File: config.mk
export PLATFORM = sky130hd
export DESIGN_NAME = parking_lot_occupancy
export DESIGN_NICKNAME = d
export VERILOG_FILES = /design/src/rtl/parking_lot_occupancy.sv
export SDC_FILE = /design/constraint.sdc
export NUM_CORES = 1
export LEC_CHECK = 0
export CORE_MARGIN = 1
export CORE_UTILIZATION = 30
export CTS_BUF_LIST = sky130_fd_sc_hd__clkbuf_8 sky130_fd_sc_hd__clkbuf_16
export DETAILED_ROUTE_END_ITERATION = 10
export REMOVE_ABC_BUFFERS = 1
export SETUP_SLACK_MARGIN = 0.5
export SLEW_MARGIN = 20
export SYNTH_ARGS = -nofsm -noshare
export SYNTH_HDL_FRONTEND = slang
export SYNTH_SLANG_ARGS = --single-unit
File: constraint.sdc
create_clock -name clk -period 3.55 [get_ports clk]
set_input_delay 0.355 -clock clk [delete_from_list [all_inputs] [get_ports clk]]
set_output_delay 0.355 -clock clk [all_outputs]
set_load 0.02 [all_outputs]
File: src/rtl/parking_lot_occupancy.sv
// Parking lot occupancy counter: saturating car count, full/empty flags, sticky
// event errors and a six-digit active-low 7-segment status display.
module parking_lot_occupancy #(
    parameter int CAPACITY = 25,
    parameter int WIDTH    = 7
) (
    input  logic             clk,
    input  logic             reset,
    input  logic             enter,
    input  logic             exit,
    output logic [WIDTH-1:0] count,
    output logic             full,
    output logic             empty,
    output logic             ovf_err,
    output logic             unf_err,
    output logic [6:0]       HEX5,
    output logic [6:0]       HEX4,
    output logic [6:0]       HEX3,
    output logic [6:0]       HEX2,
    output logic [6:0]       HEX1,
    output logic [6:0]       HEX0
);

    localparam logic [WIDTH-1:0] CAP = WIDTH'(CAPACITY);

    localparam logic [6:0] SEG_BLANK = 7'b1111111;
    localparam logic [6:0] SEG_C     = 7'b1000110;
    localparam logic [6:0] SEG_L     = 7'b1000111;
    localparam logic [6:0] SEG_E     = 7'b0000110;
    localparam logic [6:0] SEG_A     = 7'b0001000;
    localparam logic [6:0] SEG_R     = 7'b0101111;
    localparam logic [6:0] SEG_F     = 7'b0001110;
    localparam logic [6:0] SEG_U     = 7'b1000001;

    function automatic logic [6:0] seg_digit(input logic [3:0] d);
        case (d)
            4'd0:    return 7'b1000000;
            4'd1:    return 7'b1111001;
            4'd2:    return 7'b0100100;
            4'd3:    return 7'b0110000;
            4'd4:    return 7'b0011001;
            4'd5:    return 7'b0010010;
            4'd6:    return 7'b0000010;
            4'd7:    return 7'b1111000;
            4'd8:    return 7'b0000000;
            4'd9:    return 7'b0010000;
            default: return SEG_BLANK;
        endcase
    endfunction

    // Simultaneous enter and exit cancel out and never raise an error.
    // NOTE: state registers use non-blocking assignments so every flop samples pre-edge values.
    always_ff @(posedge clk) begin
        if (reset) begin
            count   <= '0;
            ovf_err <= 1'b0;
            unf_err <= 1'b0;
        end else begin
            case ({enter, exit})
                2'b10: begin
                    if (count < CAP) count <= count + WIDTH'(1);
                    else             ovf_err <= 1'b1;
                end
                2'b01: begin
                    if (count != '0) count <= count - WIDTH'(1);
                    else             unf_err <= 1'b1;
                end
                default: ;
            endcase
        end
    end

    assign full  = (count == CAP);
    assign empty = (count == '0);

    int         value;
    int         tens;
    logic [3:0] tens_d;
    logic [3:0] units_d;

    // Divide-free decimal split: count never exceeds 99.
    // NOTE: every combinational output gets a default first so no latch is inferred.
    always_comb begin
        value = 32'(count);
        tens  = 0;
        for (int t = 1; t <= 9; t++) begin
            if (value >= 10 * t) tens = t;
        end
        tens_d  = 4'(tens);
        units_d = 4'(value - 10 * tens);
    end

    always_comb begin
        HEX5 = SEG_BLANK;
        HEX4 = SEG_BLANK;
        HEX3 = SEG_BLANK;
        HEX2 = SEG_BLANK;
        HEX1 = SEG_BLANK;
        HEX0 = seg_digit(units_d);
        if (empty) begin
            HEX5 = SEG_C;
            HEX4 = SEG_L;
            HEX3 = SEG_E;
            HEX2 = SEG_A;
            HEX1 = SEG_R;
        end else if (full) begin
            HEX5 = SEG_F;
            HEX4 = SEG_U;
            HEX3 = SEG_L;
            HEX2 = SEG_L;
            HEX1 = seg_digit(tens_d);
        end else if (tens_d != 4'd0) begin
            HEX1 = seg_digit(tens_d);
        end
    end

endmodule
==> metrics, run 1 <==
Post-route DRC=0; multiplexer area fraction after synthesis=under 10%; status=complete, no violations; ys async rst share=0%; share of layout cells above drive strength 1=~38%; Hold Crit Class=reg2reg; top cells by area, synth=ha_1 14%, buf_4 12%, dfxtp_1 11%, nor2_1 5.0%, a21oi_1 4.4%; clock root cell=clkbuf_8; Min Hold Slack=around 470 ps; Avg Inst Size Synth=around 7.3 um2; final setup vio count=0; routed via count=about 1700; io pins=57; Synth area leader=ha_1; vias in the first global route=between 1500 and 2000; dpl hpwl=3170 um; core area=5110 um2; max-slew violations=0; Final min period=about 3400 ps; Setup TNS Final=0 ps; final worst slack=101 ps; area share of the largest cell type after synthesis=14.2%; ys flop type=dfxtp_1; Iter 0 DRT Violations=between 70 and 80; input/output buffers=50; first-pass detailed-route iteration total=4; largest net degree at the start of global routing=14; grt total ovfl=0; clk_lat worst skew=around 230 ps; H-Tree Depth=1; total CTS buffers=3; synthesized flop and latch total=9; post-synthesis compound-gate area fraction=22.1%; Mapped Cells=between 200 and 250; clk slew on worst S/H paths=50 ps; Pleak=roughly 1.1 nW; Layout Skew=~3.0 ps; routability congestion estimate=approximately 0.84; All-Layer GR Usage=between 10% and 20%; PD cells=a little over 900 nW/um2; xor/xnor share of the synthesized area=approximately 1.1%; most frequent cells in the layout=46 x buf_4, 36 x clkdlybuf4s50_1, 19 x nor2_1; Initial Util=31.2%; fmax=around 0.29 GHz; most common cell after layout, fill and taps aside=buf_4; max_cap viols=0; chip width=~75 um; P&R area growth vs syn=61.6%; Std-Cell Rows=26; TritonCTS clock tree=done; crit path DAT=around 3100 ps; critical path endpoint category=primary output; DP Worst Slack=-290 ps; Post-synth EDFFs=0; wire per inst=12.4 um; worst vdd ir=~0.49 mV; Clock Path Buffers=2; worst-margin pin slew=514 ps; routed wire length=between 4000 and 5000 um; Die Area=roughly 5600 um2; clock tree sinks=9; Critical Path Source=count[2]; period utilisation layout=around 100%; Vias/cell=~4.8; endpoints failing hold=0; R2R Path Start=count[0]; antenna fix cells=0; Synth Area in Adders=roughly 17%; largest fanout on the critical path=7; nets@finish=just over 300; Crit Path Class=reg2out; sequential share of the synthesized area=11.3%; Synth Area in Simple Gates=a little over a quarter; Die Ht=74.8 um; initial antenna violation count=0; first-pass GRT wire length=6860 um; largest family of logic cells by synthesized area=simple AND/OR/NAND/NOR gates; Distinct cells, synth=between 50 and 60; RSZ-0062 raised after global routing=yes; antenna viol nets, final=0; worst hold start=unf_err; Startpoint Class=flop; yosys warns=0; Syn Std Cell Area=between 1500 and 2000 um2; Data required, critical path=~3200 ps; Power Total=between 2 and 2.5 mW; Slew headroom=65.4%
==> metrics by stage <==
step | util (%) | area (um2) | instances
after global placement | 42.9 | 2190 | 338
final | 50.4 | 2570 | 355
after CTS | 46.1 | 2360 | 347
after global routing | 50.4 | 2570 | 355
after detailed placement | 42.9 | 2190 | 338
after floorplan | - | 1380 | 188
==> routing by layer <==
layer	up-vias	wire length [um]	global-route usage [%]
li1	880	-	-
met1	786	2160	21.8
met2	22	2130	24.2
met3	4	91	2.41
met4	0	33	4.19
met5	-	0	0
==> where the power goes <==
group / switching (mW) / total [mW] / internal (mW)
Clock: 0.0421 / 0.119 / 0.0766
Combinational: 1.10 / 2.07 / 0.968
Sequential: 0.0326 / 0.152 / 0.120
==> worst paths after layout <==
path | to | slack [ps] | cells after the start
max | HEX0[0] | 100 | 15
min | unf_err | 470 | 2
max reg2reg | count[6] | 900 | 8
min reg2reg | unf_err | 470 | 2
==> cell families (layout without fill, tap and decap cells) <==
logic type / count (synthesis) / count (layout)
simple gates: 78 / 78
buf+inv: 52 / 114
compound gates: 51 / 51
fa+ha+maj: 20 / 20
flops: 9 / 9
mux: 5 / 5
xor+xnor: 2 / 2
other cells: 1 / 6
==> critical path: stages (launching register included) <==
cell	delay [ps]
dfxtp_4	380
and3_4	200
a2111oi_4	360
o21a_1	220
nor2_2	60
ha_2	180
inv_2	60
fa_2	200
buf_6	120
o21a_4	150
nor4_4	50
buf_4	140
nor4_4	370
buf_4	180
a311oi_2	40
buf_4	170
==> final cells by class <==
class | instances | area, um2
timing repair buffer | 93 | 810
clock buffer | 3 | 41.3
tap | 70 | 87.6
clock inverter | 1 | 5.00
inverter | 17 | 66.3
multi-input combinational | 162 | 1370
sequential | 9 | 194
fill | 488 | 2530
==> registers in the layout, indices dropped and copies added (netlist names) <==
register,flops
ovf_err,1
unf_err,1
count,7
==> Yosys cell counts (2+ instances only) <==
cell	n
mux2i_1	4
nor2b_1	6
buf_2	4
nand2b_1	2
clkbuf_1	4
inv_1	16
o22ai_1	2
ha_1	18
nor3_1	13
nand2_1	11
fa_1	2
o21ai_1	7
dfxtp_1	9
nor4_1	6
a311oi_1	3
o21a_1	3
o21ai_0	4
a21oi_1	14
xnor2_1	2
nor3b_1	3
nor2_1	21
a31oi_1	4
buf_4	26
or3_1	2
and3_1	3
==> timing repair <==
action | CTS | global route
resized for setup | 84 | 48
setup buffers | 5 | 8
hold buffers | 0 | 0
setup endpoints to repair | 16 | 32
pin swaps | 7 | 9
Note: power is estimated with default switching activity, not from simulation.
==> run 2: changes to the inputs <==
--- a/config.mk
+++ b/config.mk
@@ -5,10 +5,12 @@
 export SDC_FILE = /design/constraint.sdc
 export NUM_CORES = 1
 export LEC_CHECK = 0
+export CAP_MARGIN = 20
 export CORE_MARGIN = 1
 export CORE_UTILIZATION = 30
 export CTS_BUF_LIST = sky130_fd_sc_hd__clkbuf_8 sky130_fd_sc_hd__clkbuf_16
 export DETAILED_ROUTE_END_ITERATION = 10
+export PLACE_DENSITY = 0.66
 export REMOVE_ABC_BUFFERS = 1
 export SETUP_SLACK_MARGIN = 0.5
 export SLEW_MARGIN = 20
==> metrics, run 2 (same netlist as run 1, synthesis figures left out) <==
status=complete, no violations; final worst slack=about 9.5 ps; max-slew violations=0; endpoints failing hold=0; Iter 0 DRT Violations=84; routed wire length=4830 um; Pleak=between 1 and 1.5 nW; worst-margin pin slew=942 ps; H-Tree Depth=1; io pins=57; max_cap viols=0; Setup TNS Final=0 ps; TritonCTS clock tree=done; Placed Instance Area=2210 um2; most frequent cells in the layout=41 x buf_4, 25 x clkdlybuf4s50_1, 18 x nor2_1; routed via count=roughly 1700; P&R area growth vs syn=69.3%; RSZ-0062 raised after global routing=yes; Die Area=around 5600 um2; total CTS buffers=3; clock root cell=clkbuf_8; Vias/cell=4.86; Startpoint Class=flop; clock tree sinks=9; largest fanout on the critical path=8; Slew headroom=a little under two fifths; fmax=roughly 0.28 GHz; All-Layer GR Usage=16.7%; Final min period=approximately 3500 ps; fin area=about 2700 um2; fill count=between 400 and 500; largest net degree at the start of global routing=15; vias in the first global route=between 1500 and 2000; DP Worst Slack=-258 ps; Std-Cell Rows=26; routability congestion estimate=0.819; grt total ovfl=0; first-pass GRT wire length=7290 um; Die Ht=roughly 75 um; antenna fix cells=0; input/output buffers=50; clk slew on worst S/H paths=approximately 40 ps; final core utilization=between 50 and 60%; antenna viol nets, final=0; nets@finish=about 310; max reg flops=7; final setup vio count=0; dpl hpwl=approximately 3200 um; Post-route DRC=0; critical path endpoint category=primary output; clk_lat worst skew=~230 ps; share of layout cells above drive strength 1=between 40% and 50%; crit path DAT=3190 ps; worst vdd ir=~0.53 mV; wire per inst=about 14 um; Crit Path Class=reg2out; Initial Util=31.2%; period utilisation layout=99.7%; Largest regs=count x7, ovf_err x1, unf_err x1; Power Total=2.49 mW; first-pass detailed-route iteration total=4; most flop-heavy register=count; Layout Skew=between 0.8 and 0.9 ps; PD cells=approximately 920 nW/um2; Clock Path Buffers=2; Hold Crit Class=reg2reg; core area=5110 um2; chip width=approximately 75 um; most common cell after layout, fill and taps aside=buf_4; Data required, critical path=between 3000 and 4000 ps; initial antenna violation count=0
## run 2: changes by cell type in the layout (fill, tap and decap cells not counted), sizes merged
cell,change
buf,-1
dlymetal6s2s,+11
inv,+1
clkinv,-1
clkbuf,+1
clkdlybuf4s15,-1
clkdlybuf4s50,-11
## run 2: final cells by class
| type | count | area (um2) | area share, % |
|---|---|---|---|
| repair buffers | 92 | 865 | 32.1 |
| clock buffers | 3 | 41.3 | 1.53 |
| clock inverters | 1 | 3.75 | 0.139 |
| flip-flops and latches | 9 | 196 | 7.29 |
| well taps | 70 | 87.6 | 3.25 |
| multi-input cells | 162 | 1430 | 53.0 |
| inverters | 17 | 71.3 | 2.65 |
## run 2: repair_timing
action | CTS | global route
resized for setup | 90 | 79
buffers inserted | 6 | 3
hold buffers | 0 | 0
pin swaps | 11 | 16
endpoints found under the setup margin | 14 | 32
## run 2: report_power, final
| part | total, mW | internal (mW) | switching [mW] |
|---|---|---|---|
| registers | 0.156 | 0.120 | 0.0359 |
| logic | 2.22 | 1.04 | 1.18 |
| clock network | 0.113 | 0.0751 | 0.0380 |
| total | 2.49 | 1.24 | 1.25 |
## run 2: critical path, cell delays in order, from the launching register on
cell,delay [ps]
dfxtp_4,410
and3_4,210
a2111oi_4,50
o21a_1,220
nor2_2,150
ha_2,190
inv_2,40
fa_2,340
or3_4,370
a211oi_4,270
buf_6,160
nor2_4,50
a311oi_2,280
buf_4,200
## run 2: metal layers
layer  track usage [%]  part of all wire (%)  vias to the layer above
li1                  -                     -                      876
met1              21.2                    45                      811
met2              30.2                    52                       29
met3              1.20                   2.0                        6
met4              4.61                  0.75                        0
met5                 0                     0                        -
## run 2: final timing paths
kind | from | cells past startpoint | end | slack (ps)
worst min register to register | ovf_err | 2 | ovf_err | 470
worst min-delay path | ovf_err | 2 | ovf_err | 470
worst max-delay path | count[2] | 13 | HEX0[5] | 10
worst max register to register | count[0] | 8 | count[6] | 790
## run 2: through the flow
step / hold slack (ps) / cells
2_1_floorplan: 427 / 188
3_3_place_gp: 455 / 341
3_5_place_dp: 461 / 341
4_1_cts: 471 / 351
5_1_grt: 502 / 354
6_report: 468 / 354
